### src/rtl/fc_pkg.sv
// Shared definitions for fully-connected layer sequencing: controller state
// encoding and the weight/bias ROM layout used by the controller and ROM init.
package fc_pkg;

  typedef enum logic [1:0] {
    S_BIAS  = 2'd0,
    S_ACCUM = 2'd1,
    S_DRAIN = 2'd2,
    S_OUT   = 2'd3
  } fc_ctrl_state_t;

  // ROM layout for a layer fed by h input words: weights 0..h-1, then the bias.
  function automatic int fc_weight_base();
    return 0;
  endfunction

  function automatic int fc_bias_addr(input int h);
    return h;
  endfunction

  function automatic int fc_rom_depth(input int h);
    return h + 1;
  endfunction

  function automatic int fc_addr_bits(input int h);
    return $clog2(h + 1);
  endfunction

endpackage

### src/rtl/fc_layer_ctrl.sv
// Sequencer for one fully-connected layer: streams H input words to all neurons,
// keeps the shared weight/bias ROM address one cycle ahead of data/sum_en/add_bias.
//
// Handshakes: a word transfers on a rising clk_i edge where valid_i && ready_o;
// a finished vector transfers on an edge where valid_o && ready_i. Neither
// ready_o nor valid_o depends combinationally on the opposite side's signals.
module fc_layer_ctrl
  import fc_pkg::*;
#(
  parameter int WORD_SIZE             = 16,
  parameter int PREVIOUS_LAYER_HEIGHT = 4,
  parameter int ALU_LATENCY           = 1,
  localparam int RAM_ADDRESS_BITS     = $clog2(PREVIOUS_LAYER_HEIGHT + 1)
) (
  input  logic                          clk_i,
  input  logic                          reset_i,
  input  logic signed [WORD_SIZE-1:0]   data_i,
  input  logic                          valid_i,
  output logic                          ready_o,
  output logic signed [WORD_SIZE-1:0]   data_o,
  output logic [RAM_ADDRESS_BITS-1:0]   w_addr_o,
  output logic                          sum_en_o,
  output logic                          add_bias_o,
  output logic                          valid_o,
  input  logic                          ready_i,
  output fc_ctrl_state_t                state_o
);

  localparam int DRAIN_BITS = $clog2(ALU_LATENCY + 1);
  localparam logic [RAM_ADDRESS_BITS-1:0] BIAS_ADDR =
    RAM_ADDRESS_BITS'(fc_bias_addr(PREVIOUS_LAYER_HEIGHT));
  localparam logic [RAM_ADDRESS_BITS-1:0] LAST_CNT =
    RAM_ADDRESS_BITS'(PREVIOUS_LAYER_HEIGHT - 1);
  localparam logic [DRAIN_BITS-1:0] DRAIN_LAST = DRAIN_BITS'(ALU_LATENCY - 1);

  fc_ctrl_state_t                 state_q, state_d;
  logic [RAM_ADDRESS_BITS-1:0]    cnt_q, cnt_d;
  logic [DRAIN_BITS-1:0]          drain_q, drain_d;
  logic signed [WORD_SIZE-1:0]    data_q, data_d;
  logic                           sum_en_q, sum_en_d;
  logic                           add_bias_q, add_bias_d;
  logic                           accept;

  always_ff @(posedge clk_i) begin
    if (reset_i) begin
      state_q    <= S_BIAS;
      cnt_q      <= '0;
      drain_q    <= '0;
      data_q     <= '0;
      sum_en_q   <= 1'b0;
      add_bias_q <= 1'b0;
    end else begin
      state_q    <= state_d;
      cnt_q      <= cnt_d;
      drain_q    <= drain_d;
      data_q     <= data_d;
      sum_en_q   <= sum_en_d;
      add_bias_q <= add_bias_d;
    end
  end

  // The ROM read registers the address, so every neuron-facing control is
  // launched here and lands together with the ROM word one cycle later.
  always_comb begin
    state_d    = state_q;
    cnt_d      = cnt_q;
    drain_d    = drain_q;
    data_d     = data_q;
    sum_en_d   = 1'b0;
    add_bias_d = 1'b0;
    ready_o    = 1'b0;
    valid_o    = 1'b0;
    w_addr_o   = '0;
    accept     = 1'b0;

    case (state_q)
      S_BIAS: begin
        w_addr_o   = BIAS_ADDR;
        add_bias_d = 1'b1;
        state_d    = S_ACCUM;
      end

      S_ACCUM: begin
        ready_o  = 1'b1;
        w_addr_o = cnt_q;
        accept   = valid_i;
        if (accept) begin
          data_d   = data_i;
          sum_en_d = 1'b1;
          if (cnt_q == LAST_CNT) begin
            cnt_d   = '0;
            state_d = S_DRAIN;
          end else begin
            cnt_d = cnt_q + RAM_ADDRESS_BITS'(1);
          end
        end
      end

      S_DRAIN: begin
        if (drain_q == DRAIN_LAST) begin
          drain_d = '0;
          state_d = S_OUT;
        end else begin
          drain_d = drain_q + DRAIN_BITS'(1);
        end
      end

      S_OUT: begin
        // Returning through S_BIAS reloads every accumulator, so no clear is needed.
        valid_o = 1'b1;
        if (ready_i) begin
          state_d = S_BIAS;
        end
      end

      default: begin
        state_d = S_BIAS;
      end
    endcase
  end

  assign data_o     = data_q;
  assign sum_en_o   = sum_en_q;
  assign add_bias_o = add_bias_q;
  assign state_o    = state_q;

  a_bias_sum_exclusive: assert property (
    @(posedge clk_i) disable iff (reset_i) !(add_bias_o && sum_en_o));
  a_cnt_range: assert property (
    @(posedge clk_i) disable iff (reset_i) cnt_q <= LAST_CNT);
  a_addr_range: assert property (
    @(posedge clk_i) disable iff (reset_i) w_addr_o <= BIAS_ADDR);

endmodule
### config.mk
export PLATFORM = sky130hd
export DESIGN_NAME = fc_layer_ctrl
export DESIGN_NICKNAME = d
export VERILOG_FILES = /design/src/rtl/fc_pkg.sv /design/src/rtl/fc_layer_ctrl.sv
export SDC_FILE = /design/constraint.sdc
export NUM_CORES = 1
export LEC_CHECK = 0
export CAP_MARGIN = 20
export CORE_MARGIN = 2
export CORE_UTILIZATION = 30
export DETAILED_ROUTE_END_ITERATION = 12
export DONT_BUFFER_PORTS = 1
export GPL_TIMING_DRIVEN = 0
export PLACE_DENSITY = 0.5
export SLEW_MARGIN = 10
export SYNTH_ARGS = -nofsm -noshare
export SYNTH_HDL_FRONTEND = slang
export SYNTH_SLANG_ARGS = --single-unit
### constraint.sdc
create_clock -name clk_i -period 1.87 [get_ports clk_i]
set_input_delay 0.187 -clock clk_i [delete_from_list [all_inputs] [get_ports clk_i]]
set_output_delay 0.187 -clock clk_i [all_outputs]
set_load 0.05 [all_outputs]
* After elaboration in Yosys (flattened, before gate mapping) *
Index checks and enable logic that the tools add are counted.

operators by class
  add/subtract/negate cells = 2
  equal/unequal tests = 8
  muxes and demuxes = 12
  bitwise logic cells = 1
  reductions and logical operators = 4

operators with widths
  cell                   count
  $mux W2                4
  $ne A2 B2 Y1 const B   4
  $pmux W2 S4            1
  $pmux W3 S2            1
  $mux W1                5
  $eq A2 B2 Y1 const B   2
  $reduce_and A4 Y1      1
  $add A3 B1 Y3 const B  1
  $eq A3 B2 Y1 const B   1
  $mux W3                1
  $eq A2 B1 Y1 const B   1
  $logic_not A2 Y1       1
  $reduce_and A2 Y1      1
  $reduce_or A2 Y1       1
  $add A1 B1 Y1 const B  1
  $not A1 Y1             1

word-level totals
  flip-flop bits (word level) = 24
  output and inout bits = 25
  logic and storage cells = 33

* Logic depth before layout (Yosys ltp) *
  word-level depth = 4
  mapped depth = 7
  mapped depth without buffers = 5

* Worst setup path before layout *
Ideal clock, no wire load.

  path kind = flip-flop to flip-flop
  from = register state_q[1] (netlist: state_o[1])
  to = register state_q[0] (netlist: state_o[0])
  setup time = 72 ps
  data arrival time = 1921 ps
  data required time = 1798 ps
  slack = -123 ps
  stages on the path, launching flop included = 5
  path buffers = 0
  cell sequence = dfxtp_1 > inv_1 > ha_1 > a222oi_1 > mux2i_1

between the ends
  cells in the longest elaborated chain, start to end = 3

RTL lines
  element                                              line                 source
  start, declared                                      fc_layer_ctrl.sv:36  fc_ctrl_state_t state_q, state_d;
  start signal, assigned                               fc_layer_ctrl.sv:53  state_q <= state_d;
  $eq A2 B1 Y1 / $eq A2 B2 Y1 (equally long branches)  fc_layer_ctrl.sv:76  case (state_q)
  $ne A2 B2 Y1 (no line)                               -
  $reduce_and A4 Y1 (no line)                          -

Parallel ways exist; a longest one is shown, timed or not.
A chain may end at the register's enable or synchronous reset.

* Final worst setup path *
  from = register state_q[0] (netlist: state_o[0])
  to = output port w_addr_o[2]

between the ends
  cells in the longest elaborated chain, start to end = 2

RTL lines
  element                                                  line                 source
  $eq A2 B1 Y1 / $logic_not A2 Y1 (equally long branches)  fc_layer_ctrl.sv:76
  $pmux W3 S2 (*)                                          fc_layer_ctrl.sv:76
  end, declared                                            fc_layer_ctrl.sv:21  output logic [RAM_ADDRESS_BITS-1:0] w_addr_o,

Mark *: on every way between the ends. The rest lies on a longest branch, timed or not.

==> results.yml <==
status:
  outcome: "finished clean"
global_route:
  grt_pass1_vias: 742
  grt_max_degree: 13
  grt_usage_pct: 11.9
  grt_antenna_before_repair: 0
  grt-ovfl-total: 0
  grt_pass1_wl_mm: 3.11
synthesis:
  post_synth_instance_area_um2: 931
  ys_types: 20
  synth_common_cells: "nand2_1, dfxtp_1, a21oi_1"
  syn_avg_cell_area_um2: 8.54
  ys.warnings.count: 0
  postSynth.asyncResetShare_pct: 0
  syn_nets: 135
  synth_ff_type: "dfxtp_1"
  synth_most_common_cell: "nand2_1"
  syn_inst: 109
  synth.ff_latch_count: 23
  synth_top_area_share_pct: 49.5
  yosys.area.top_type: "dfxtp_1"
  synth_area_leaders: "dfxtp_1, nand2_1, a21oi_1"
  synth_edf_count: 0
  yosysSeqAreaShare_pct: 49.5
pwr:
  power_frac_clock_pct: 14.6
  leakage_nw: 0.457
  power.density_nw_per_um2: 1310
  seq_power_share_pct: 57.9
  vdd_ir_drop_max_mv: 0.486
  p_switching_w: 0.000720
  power_frac_comb_pct: 27.5
  intPower_w: 0.000820
  swShare_pct: 46.7
final_layout:
  area.growth.synth_to_final_pct: 26.1
  final-seq-area_um2: 465
  layout-drive-gt1-share_pct: 9.23
  fillers: 318
  num-nets-final: 157
  final_util_pct: 39.1
  n_antenna_cell: 0
  multi_input_area_um2: 430
placement:
  globalplace.congestion: 0.701
  port-buffer-count: 0
  hpwl_mm: 1.43
timing:
  hold_violations: 0
  period_minus_slack_ns: 1.79
  relSlewSlack_pct: 64.5
  worst_slew_pin_slew_ns: 0.532
  worst_clock_skew_ns: 0.00354
  final_max_slew_viol_count: 0
  tns_ns: 0
  max_freq_mhz: 559
  rsz0062_at_grt: "yes"
  fin_crit_sh_pct: 95.6
  setup_viol: 0
route:
  num_vias: 761
  dr.pass1.iters: 4
  wirelength_mm: 2.00
  postRouteAntennaNets: 0
  drt_iter0_drc: 21
  wl_per_cell_um: 12.3
  post-route-drc-count: 0
  viasPerCell: 4.67
floorplanning:
  dieArea_um2: 3560
  num_rows: 20
  initial_utilization_pct: 31.0
  core_area_um2: 3000
  die_h_um: 59.7
  ios: 45
  die_w_um: 59.7
critical_path:
  critical_path.endpoint_type: "primary output"
  cp-start-kind: "register"
  cp.required_ns: 1.68
  path_max_fanout: 6
  critical_path_class: "reg2out"
  crit_arrival_ns: 1.60
  r2r_slack_ns: 0.12
run:
  drv_cap: 0
clocking:
  path_clk_slew_ns: 0.12
  numCtsBuffers: 3
  cts_root_buffer: "clkbuf_4"
  cts_tree: "built"
  htree_levels: 1
  clockBufferDepth: 2
  clk_latency_ns: 0.31
  cts.sinks: 23
min_path:
  hp-class: "in2reg"
flip-flops by register name, summed over array words and instances (netlist names):
register,flops
add_bias_o,1
cnt_q,3
data_o,16
state_o,2
sum_en_o,1
worst max-delay path, stage by stage (launching register included):
cell and delay [ns]:
dfxtp_2 0.56, ha_1 0.30, a21o_1 0.43
cells by family (layout without fill, tap and decap cells):
family / Yosys count / after routing / synth area share, %
buffers and inverters: 9 / 30 / 4.57
muxes: 2 / 2 / 2.15
DFF: 23 / 23 / 49.5
AOI/OAI and AO/OA: 22 / 22 / 12.9
and+or+nand+nor: 47 / 47 / 22.9
adders and majority gates: 6 / 6 / 8.06
metrics by stage:
step | total power, W | hold slack [ns] | cell area (um^2) | setup slack, ns | instances
finish | 0.00154 | 0.0112 | 1170 | 0.0819 | 163
global route | 0.00164 | 0.00377 | 1170 | -0.0181 | 163
CTS | 0.00157 | 0.000261 | 1170 | 0.00147 | 163
detailed placement | 0.00129 | 0.332 | 973 | -0.0811 | 142
global placement | 0.00127 | 0.327 | 973 | -0.0622 | 142
floorplan | 0.00122 | 0.323 | 932 | 0.0655 | 109
cells in the final DEF (no fill, tap or decap):
| cell | n |
|---|---|
| clkbuf_1 | 3 |
| mux2i_1 | 2 |
| and2_1 | 1 |
| dfxtp_2 | 1 |
| nand3_1 | 1 |
| nand3b_1 | 1 |
| buf_4 | 3 |
| dlygate4sd3_1 | 16 |
| dfxtp_1 | 21 |
| a21oi_1 | 19 |
| nand2b_4 | 1 |
| dfxtp_4 | 1 |
| or2b_1 | 1 |
| and2_2 | 2 |
| clkbuf_4 | 3 |
| ha_1 | 6 |
| a222oi_1 | 1 |
| buf_2 | 1 |
| nand2_1 | 35 |
| nor2b_1 | 1 |
| a21o_1 | 1 |
| o21bai_1 | 1 |
| inv_1 | 4 |
| nand2b_1 | 3 |
| nor2_1 | 1 |
path summary, 6_finish.rpt:
check	from	to	depth (start not counted)
worst max-delay path	state_o[0]	w_addr_o[2]	2
worst min-delay path	data_i[15]	data_o[15]	2
worst max register to register	state_o[1]	state_o[0]	5
worst min register to register	cnt_q[1]	cnt_q[1]	2
timing repair:
item | CTS | global route
setup endpoints to repair | 16 | 14
hold buffers | 16 | 0
pin swaps | 1 | 0
resized for setup | 1 | 3
setup buffers | 1 | 0
endpoints found under the hold margin | 16 | 0
power groups by stage:
stage                     Clock [W]  Combinational (W)  Sequential, W
after detailed placement          0           0.000384       0.000903
after floorplan                   0           0.000331       0.000885
after CTS                  0.000243           0.000429       0.000893
final                      0.000225           0.000423       0.000892
after global routing       0.000264           0.000473       0.000903
after global placement            0           0.000375       0.000900
layer usage:
layer | vias to the layer above | part of all wire (%) | global-route usage, %
li1 | 394 | - | -
met2 | 24 | 50 | 21.0
met4 | 0 | 1.5 | 5.71
met5 | - | 0 | 0
met1 | 339 | 42 | 12.8
met3 | 4 | 7.0 | 3.68
final cells by class:
class | instances | share of cell area, %
timing repair buffer | 17 | 14.3
tap | 33 | 3.52
sequential | 23 | 39.7
buffer | 5 | 2.35
clock buffer | 4 | 2.24
multi-input combinational | 77 | 36.7
inverter | 4 | 1.28
Power figures use the tool's default switching activity.
